==> config.mk <==
export PLATFORM = sky130hd
export DESIGN_NAME = line_buf_sched
export DESIGN_NICKNAME = d
export VERILOG_FILES = /design/src/rtl/line_buf_sched_pkg.sv /design/src/rtl/line_buf_sched_raster_cnt.sv /design/src/rtl/line_buf_sched.sv
export SDC_FILE = /design/constraint.sdc
export NUM_CORES = 1
export LEC_CHECK = 0
export BUFFER_PORTS_ARGS = -buffer_cell sky130_fd_sc_hd__clkbuf_2
export CORE_ASPECT_RATIO = 0.75
export CORE_UTILIZATION = 51
export CTS_BUF_LIST = sky130_fd_sc_hd__clkbuf_16
export DETAILED_ROUTE_END_ITERATION = 16
export GPL_ROUTABILITY_DRIVEN = 0
export PLACE_DENSITY = 0.8
export SLEW_MARGIN = 15
export SYNTH_ARGS = -nofsm -noshare
export SYNTH_HDL_FRONTEND = slang
export SYNTH_HIERARCHICAL = 1
export SYNTH_SLANG_ARGS = --single-unit
==> constraint.sdc <==
create_clock -name clk -period 3.1 [get_ports clk]
set_clock_uncertainty 0.2 [all_clocks]
set_input_delay 0.465 -clock clk [delete_from_list [all_inputs] [get_ports clk]]
set_output_delay 0.465 -clock clk [all_outputs]
set_load 0.01 [all_outputs]
==> src/rtl/line_buf_sched_pkg.sv <==
`default_nettype none
// ============================================================================
// Module  : line_buf_sched_pkg
// Brief   : Shared types, defaults and helpers for the 3-line buffer scheduler.
// Revision: 1.0
// ============================================================================
package line_buf_sched_pkg;

    localparam int c_DEF_WIDTH  = 512;
    localparam int c_DEF_HEIGHT = 512;
    localparam int c_DEF_DW     = 8;
    localparam int c_NLINES     = 3;

    typedef enum logic [1:0] {
        ST_IDLE   = 2'd0,
        ST_FILL   = 2'd1,
        ST_STREAM = 2'd2,
        ST_DONE   = 2'd3
    } state_t;

    function automatic logic [1:0] mod3_inc(input logic [1:0] v);
        return (v == 2'd2) ? 2'd0 : v + 2'd1;
    endfunction

endpackage
`default_nettype wire

==> src/rtl/line_buf_sched_raster_cnt.sv <==
`default_nettype none
// ============================================================================
// Module  : raster_cnt
// Brief   : Column/row raster counters with wrap and last-position flags.
// Revision: 1.0
// ============================================================================
module raster_cnt #(
    parameter int WIDTH  = 512,
    parameter int HEIGHT = 512,
    parameter int AW     = 9,
    parameter int RW     = 9
) (
    input  logic          clk,
    input  logic          rst,
    input  logic          i_clr,
    input  logic          i_adv,
    output logic [AW-1:0] o_col,
    output logic [RW-1:0] o_row,
    output logic          o_col_last,
    output logic          o_row_last
);

    logic [AW-1:0] r_col;
    logic [RW-1:0] r_row;

    always_ff @(posedge clk) begin
        if (rst || i_clr) begin
            r_col <= '0;
            r_row <= '0;
        end else if (i_adv) begin
            if (o_col_last) begin
                r_col <= '0;
                r_row <= r_row + RW'(1);
            end else begin
                r_col <= r_col + AW'(1);
            end
        end
    end

    assign o_col      = r_col;
    assign o_row      = r_row;
    assign o_col_last = (r_col == AW'(WIDTH - 1));
    assign o_row_last = (r_row == RW'(HEIGHT - 1));

endmodule
`default_nettype wire

==> src/rtl/line_buf_sched.sv <==
`default_nettype none
// ============================================================================
// Module  : line_buf_sched
// Brief   : Rotating 3-line RAM scheduler emitting vertical 3-pixel columns.
// Revision: 1.0
// ============================================================================
module line_buf_sched
    import line_buf_sched_pkg::*;
#(
    parameter int WIDTH  = c_DEF_WIDTH,
    parameter int HEIGHT = c_DEF_HEIGHT,
    parameter int AW     = 9,
    parameter int DW     = c_DEF_DW
) (
    input  logic               clk,
    input  logic               rst,
    input  logic               start,
    input  logic               pix_valid,
    input  logic [DW-1:0]      pix_in,
    output logic               pix_ready,
    output logic [AW-1:0]      ram_addr,
    output logic [DW-1:0]      ram_dia,
    output logic [c_NLINES-1:0] ram_ena,
    output logic [c_NLINES-1:0] ram_wea,
    output logic [c_NLINES-1:0] ram_enb,
    input  logic [DW-1:0]      ram_dob0,
    input  logic [DW-1:0]      ram_dob1,
    input  logic [DW-1:0]      ram_dob2,
    output logic               win_valid,
    output logic [DW-1:0]      col_top,
    output logic [DW-1:0]      col_mid,
    output logic [DW-1:0]      col_bot,
    output logic [AW-1:0]      win_col,
    output logic               frame_done
);

    localparam int c_RW = (HEIGHT > 1) ? $clog2(HEIGHT) : 1;

    state_t                r_state;
    logic [1:0]            r_wr_sel;
    logic                  r_frame_done;
    logic [AW-1:0]         w_col;
    logic [c_RW-1:0]       w_row;
    logic                  w_col_last;
    logic                  w_row_last;
    logic                  w_accept;
    logic                  w_wrap;
    logic                  w_clr;
    logic                  w_win_acc;
    logic [c_NLINES-1:0]   w_wr_onehot;

    assign pix_ready   = (r_state == ST_FILL) || (r_state == ST_STREAM);
    assign w_accept    = pix_valid && pix_ready;
    assign w_wrap      = w_accept && w_col_last;
    assign w_clr       = (r_state == ST_IDLE) && start;
    assign w_win_acc   = w_accept && (r_state == ST_STREAM);
    assign w_wr_onehot = c_NLINES'(3'b001 << r_wr_sel);

    raster_cnt #(
        .WIDTH  (WIDTH),
        .HEIGHT (HEIGHT),
        .AW     (AW),
        .RW     (c_RW)
    ) u_raster_cnt (
        .clk        (clk),
        .rst        (rst),
        .i_clr      (w_clr),
        .i_adv      (w_accept),
        .o_col      (w_col),
        .o_row      (w_row),
        .o_col_last (w_col_last),
        .o_row_last (w_row_last)
    );

    always_ff @(posedge clk) begin
        if (rst) begin
            r_state      <= ST_IDLE;
            r_wr_sel     <= 2'd0;
            r_frame_done <= 1'b0;
        end else begin
            r_frame_done <= 1'b0;
            case (r_state)
                ST_IDLE: begin
                    if (start) begin
                        r_state  <= ST_FILL;
                        r_wr_sel <= 2'd0;
                    end
                end
                ST_FILL: begin
                    if (w_wrap) begin
                        r_wr_sel <= mod3_inc(r_wr_sel);
                        if (w_row == c_RW'(1)) r_state <= ST_STREAM;
                    end
                end
                ST_STREAM: begin
                    if (w_wrap) begin
                        r_wr_sel <= mod3_inc(r_wr_sel);
                        if (w_row_last) begin
                            r_state      <= ST_DONE;
                            r_frame_done <= 1'b1;
                        end
                    end
                end
                ST_DONE: r_state <= ST_IDLE;
                default: r_state <= ST_IDLE;
            endcase
        end
    end

    assign frame_done = r_frame_done;

    // RAM port controls are presented in the accept cycle; the RAMs sample them on the next edge.
    always_comb begin
        ram_addr = '0;
        ram_dia  = '0;
        ram_ena  = '0;
        ram_wea  = '0;
        ram_enb  = '0;
        if (w_accept) begin
            ram_addr = w_col;
            ram_dia  = pix_in;
            ram_ena  = w_wr_onehot;
            ram_wea  = w_wr_onehot;
            ram_enb  = ~w_wr_onehot;
        end
    end

    logic          r_win;
    logic [1:0]    r_sel_d;
    logic [DW-1:0] r_bot;
    logic [AW-1:0] r_col;
    logic [DW-1:0] r_top_hold;
    logic [DW-1:0] r_mid_hold;
    logic [DW-1:0] w_top;
    logic [DW-1:0] w_mid;

    always_comb begin
        w_top = ram_dob1;
        w_mid = ram_dob2;
        case (r_sel_d)
            2'd0:    begin w_top = ram_dob1; w_mid = ram_dob2; end
            2'd1:    begin w_top = ram_dob2; w_mid = ram_dob0; end
            2'd2:    begin w_top = ram_dob0; w_mid = ram_dob1; end
            default: begin w_top = ram_dob1; w_mid = ram_dob2; end
        endcase
    end

    always_ff @(posedge clk) begin
        if (rst) begin
            r_win      <= 1'b0;
            r_sel_d    <= 2'd0;
            r_bot      <= '0;
            r_col      <= '0;
            r_top_hold <= '0;
            r_mid_hold <= '0;
        end else begin
            r_win <= w_win_acc;
            if (w_win_acc) begin
                r_sel_d <= r_wr_sel;
                r_bot   <= pix_in;
                r_col   <= w_col;
            end
            if (r_win) begin
                r_top_hold <= w_top;
                r_mid_hold <= w_mid;
            end
        end
    end

    // Read data is live only in the beat after the read; hold copies keep the outputs stable otherwise.
    assign win_valid = r_win;
    assign col_top   = r_win ? w_top : r_top_hold;
    assign col_mid   = r_win ? w_mid : r_mid_hold;
    assign col_bot   = r_bot;
    assign win_col   = r_col;

endmodule
`default_nettype wire
==> metrics.yaml <==
detailed_routing:
  wl_met3_microns: 491
  avgViaCountPerCell: 5.40
  drtIter0Drc: 166
  route.detailed.drc: 0
  route.met2.wl_mm: 3.49
  route.top_layer_used: "met4"
  drt_first_pass_iters: 4
  wl_mm: 7.34
  post_route_antenna_net_violation_count: 0
  vias: 2850
  routedLengthMet1_mm: 3.27
  avgRoutedWirePerCell_microns: 13.9
floorplan:
  dieWidth_microns: 90.1
  design.die.area_sq_um: 6130
  placementRows: 23
  core_region_area_sq_um: 5470
  initial_utilization_pct: 54.3
  die_h_microns: 68.1
  ioPinCount: 98
place:
  dp.cells: 513
  cell_area_after_placement_sq_um: 3460
  placement.io_buffers: 97
  dp_hpwl_mm: 4.96
yosys:
  synth_cells: 363
  number_of_warnings_reported_in_the_yosys_synthesis_log: 6
  synth_seq_area_share_pct: 39.8
  synthDistinctLibCells: 38
  ys_seq_elements: 59
  synth.cell_area_sq_um: 2970
  mappedNetlistNets: 410
  synth.avg_cell_area_sq_um: 8.18
cts:
  postCtsResizedCells: 0
  cts.sinks: 59
  h-tree-depth: 3
  cts_inserted_buffers: 9
  clock_tree.root_cell: "clkbuf_16"
  cts.clk_slew.worst_paths_ns: 0.05
  cts-hold-fix-buffers: 0
  cts_setup_buffers: 0
  cts_tree: "done"
  ctsLongestPathBuffers: 2
  clock_insertion_delay_worst_skew_ns: 0.33
final_layout:
  nNetsFinal: 496
  area_growth_syn_to_layout_pct: 27.7
  fillCellCount: 453
  antenna-diode-count: 0
  final-instance-count-excl-fill: 528
  postLayoutCellArea_sq_um: 3790
  drive_above_1_share_pct: 30.2
timing:
  setup_repair_after_global_routing_missed_its_margin: "false"
  finalSetupTns_ns: 0
  highest_clock_frequency_the_design_can_meet_ghz: 0.384
  final_period_minus_worst_setup_slack_ns: 2.60
  setup_viol: 0
  timing_hold_violations_final: 0
  max-slew-margin-rel_pct: 50.7
  final-max-slew-violation-count: 0
  period_share_pct: 84.0
  max_slew.worst_pin.slew_ns: 0.739
hold_path:
  whs_path_depth: 3
  timing.hold.worst.start: "pix_in[7]"
  hold_path_end: "col_bot[7]"
  hp-class: "in2reg"
power_and_ir_drop:
  p_leak_nw: 1.71
  internal_cell_power_w: 0.00182
  power.switching_w: 0.000735
  worst_ir_drop_vdd_mv: 0.399
  power_switching_share_pct: 28.7
  cellPowerDensity_nw_per_um2: 675
  pwr-share-comb_pct: 23.9
  power.share.sequential_pct: 32.9
  total_power_w: 0.00256
  clock_power_share_pct: 43.3
setup_path:
  setup.reg_to_reg.worst_slack_ns: 0.56
  crit_path_max_incr_delay_ns: 0.36
  worstPathArrival_ns: 1.94
  crit_path_cell_trace: "inv_1, ha_1, buf_4, nor2b_1, and3_1, clkbuf_2"
  regToRegStartpoint: "u_raster_cnt/o_col[0]"
  rr_endpoint: "r_state[0]"
  timing.critical_path.from_type: "flip-flop"
  rr_worst_depth: 8
  worst-path-max-fanout: 22
  cp_slowest_cell: "dfxtp_1"
  critical_path_class: "reg2out"
  critPathRequiredTime_ns: 2.43
  cp-end-kind: "output pin"
global_route:
  grt_pass1_wl_mm: 11.6
  number_of_global_route_vias_before_repair: 2539
  antenna_found_initial: 0
  grt_usage_pct: 24.3
  grt_start_max_net_pins: 33
  grt-ovfl-total: 0
job:
  max_cap_viol_count: 0
status:
  status: "complete, no violations"
## stage by stage
step	hold slack (ns)	setup WS (ns)	util [%]
6_report	0.169	0.496	69.3
3_3_place_gp	0.241	0.749	63.3
3_5_place_dp	0.246	0.632	63.3
4_1_cts	0.162	0.497	69.3
5_1_grt	0.181	0.360	69.3
2_1_floorplan	0.252	0.780	-
## cell type report
class	count	area (sq um)	share of cell area [%]
Multi-Input combinational cell	268	1630	43.0
Clock buffer	9	225	5.94
Inverter	10	38.8	1.02
Sequential cell	59	1180	31.2
Timing Repair Buffer	101	515	13.6
Clock inverter	6	105	2.77
Tap cell	75	93.8	2.48
## worst max-delay path by stage
| stage | slack (ns) | startpoint | cells past startpoint | endpoint |
|---|---|---|---|---|
| global placement | 0.75 | u_raster_cnt/o_col[0] | 8 | r_state[0] |
| detailed placement | 0.63 | u_raster_cnt/o_col[0] | 8 | r_state[0] |
| global route | 0.36 | r_state[0] | 6 | ram_wea[0] |
| CTS | 0.50 | r_state[0] | 6 | ram_wea[0] |
| floorplan | 0.78 | r_state[0] | 6 | ram_wea[2] |
| finish | 0.50 | r_state[0] | 6 | ram_wea[0] |
## Yosys cell counts (all sizes together)
cell type / count / area share [%]
a22oi: 16 / 4.0
dfxtp: 59 / 40
nand3: 13 / 2.2
a21oi: 35 / 5.9
clkinvlp: 1 / 0.17
o21ai: 22 / 3.7
nand2: 63 / 8.0
nor4: 1 / 0.21
o31ai: 2 / 0.51
ha: 11 / 4.6
and3: 19 / 4.0
o211a: 1 / 0.34
clkbuf: 18 / 2.3
a221o: 1 / 0.34
nand2b: 6 / 1.3
or4: 2 / 0.51
or2: 2 / 0.42
nand4: 5 / 1.3
or3: 6 / 1.3
xor2: 5 / 1.5
mux2: 16 / 6.1
mux2i: 4 / 1.3
a221oi: 1 / 0.51
a2111o: 1 / 0.38
nor3b: 1 / 0.25
buf: 8 / 1.7
nor3: 2 / 0.34
inv: 9 / 1.1
and2: 18 / 3.8
nor2b: 2 / 0.42
nor2: 13 / 1.6
## per-layer routing
metal	vias up	track usage (%)
met5	-	0
met4	0	9.88
met3	10	8.56
met2	86	41.7
met1	1328	28.3
li1	1426	-
## state kept, by name, summed over array words and instances (netlist names)
signal              count
u_raster_cnt/o_col      9
u_raster_cnt/o_row      9
win_col                 9
col_bot                 8
r_mid_hold              8
r_top_hold              8
r_sel_d                 2
r_state                 2
r_wr_sel                2
frame_done              1
win_valid               1
## logic make-up after synthesis
kind of cell,share of synthesized area (%)
xor gates and xnor gates,1.47
DFF,39.8
buffers and inverters,5.27
adders and majority gates,4.64
and+or+nand+nor,25.7
AOI/OAI and AO/OA,15.7
muxes,7.42
## layout by cell type (no fill, tap or decap), types with 16 or more instances in the layout
cell type	count
mux2_2	16
a22oi_1	16
dfxtp_1	59
o21ai_1	16
nand2_1	62
and3_1	19
and2_1	17
clkbuf_2	97
a21oi_1	35
## power by group through the flow
stage | Clock [W] | Sequential (W) | Combinational, W
final | 0.00111 | 0.000841 | 0.000611
after detailed placement | 0 | 0.000854 | 0.000594
after floorplan | 0 | 0.000844 | 0.000419
after CTS | 0.00112 | 0.000840 | 0.000609
after global routing | 0.00115 | 0.000844 | 0.000672
after global placement | 0 | 0.000851 | 0.000581
## critical path: cells and delay by family, from the launching register on
| family | cells | cell delay, ns |
|---|---|---|
| adder cells (fa/ha/maj) | 1 | 0.33 |
| buffers and inverters | 3 | 0.46 |
| flip-flops | 1 | 0.36 |
| AND/OR/NAND/NOR | 2 | 0.46 |
No activity file was read; power rests on OpenSTA's default activity.
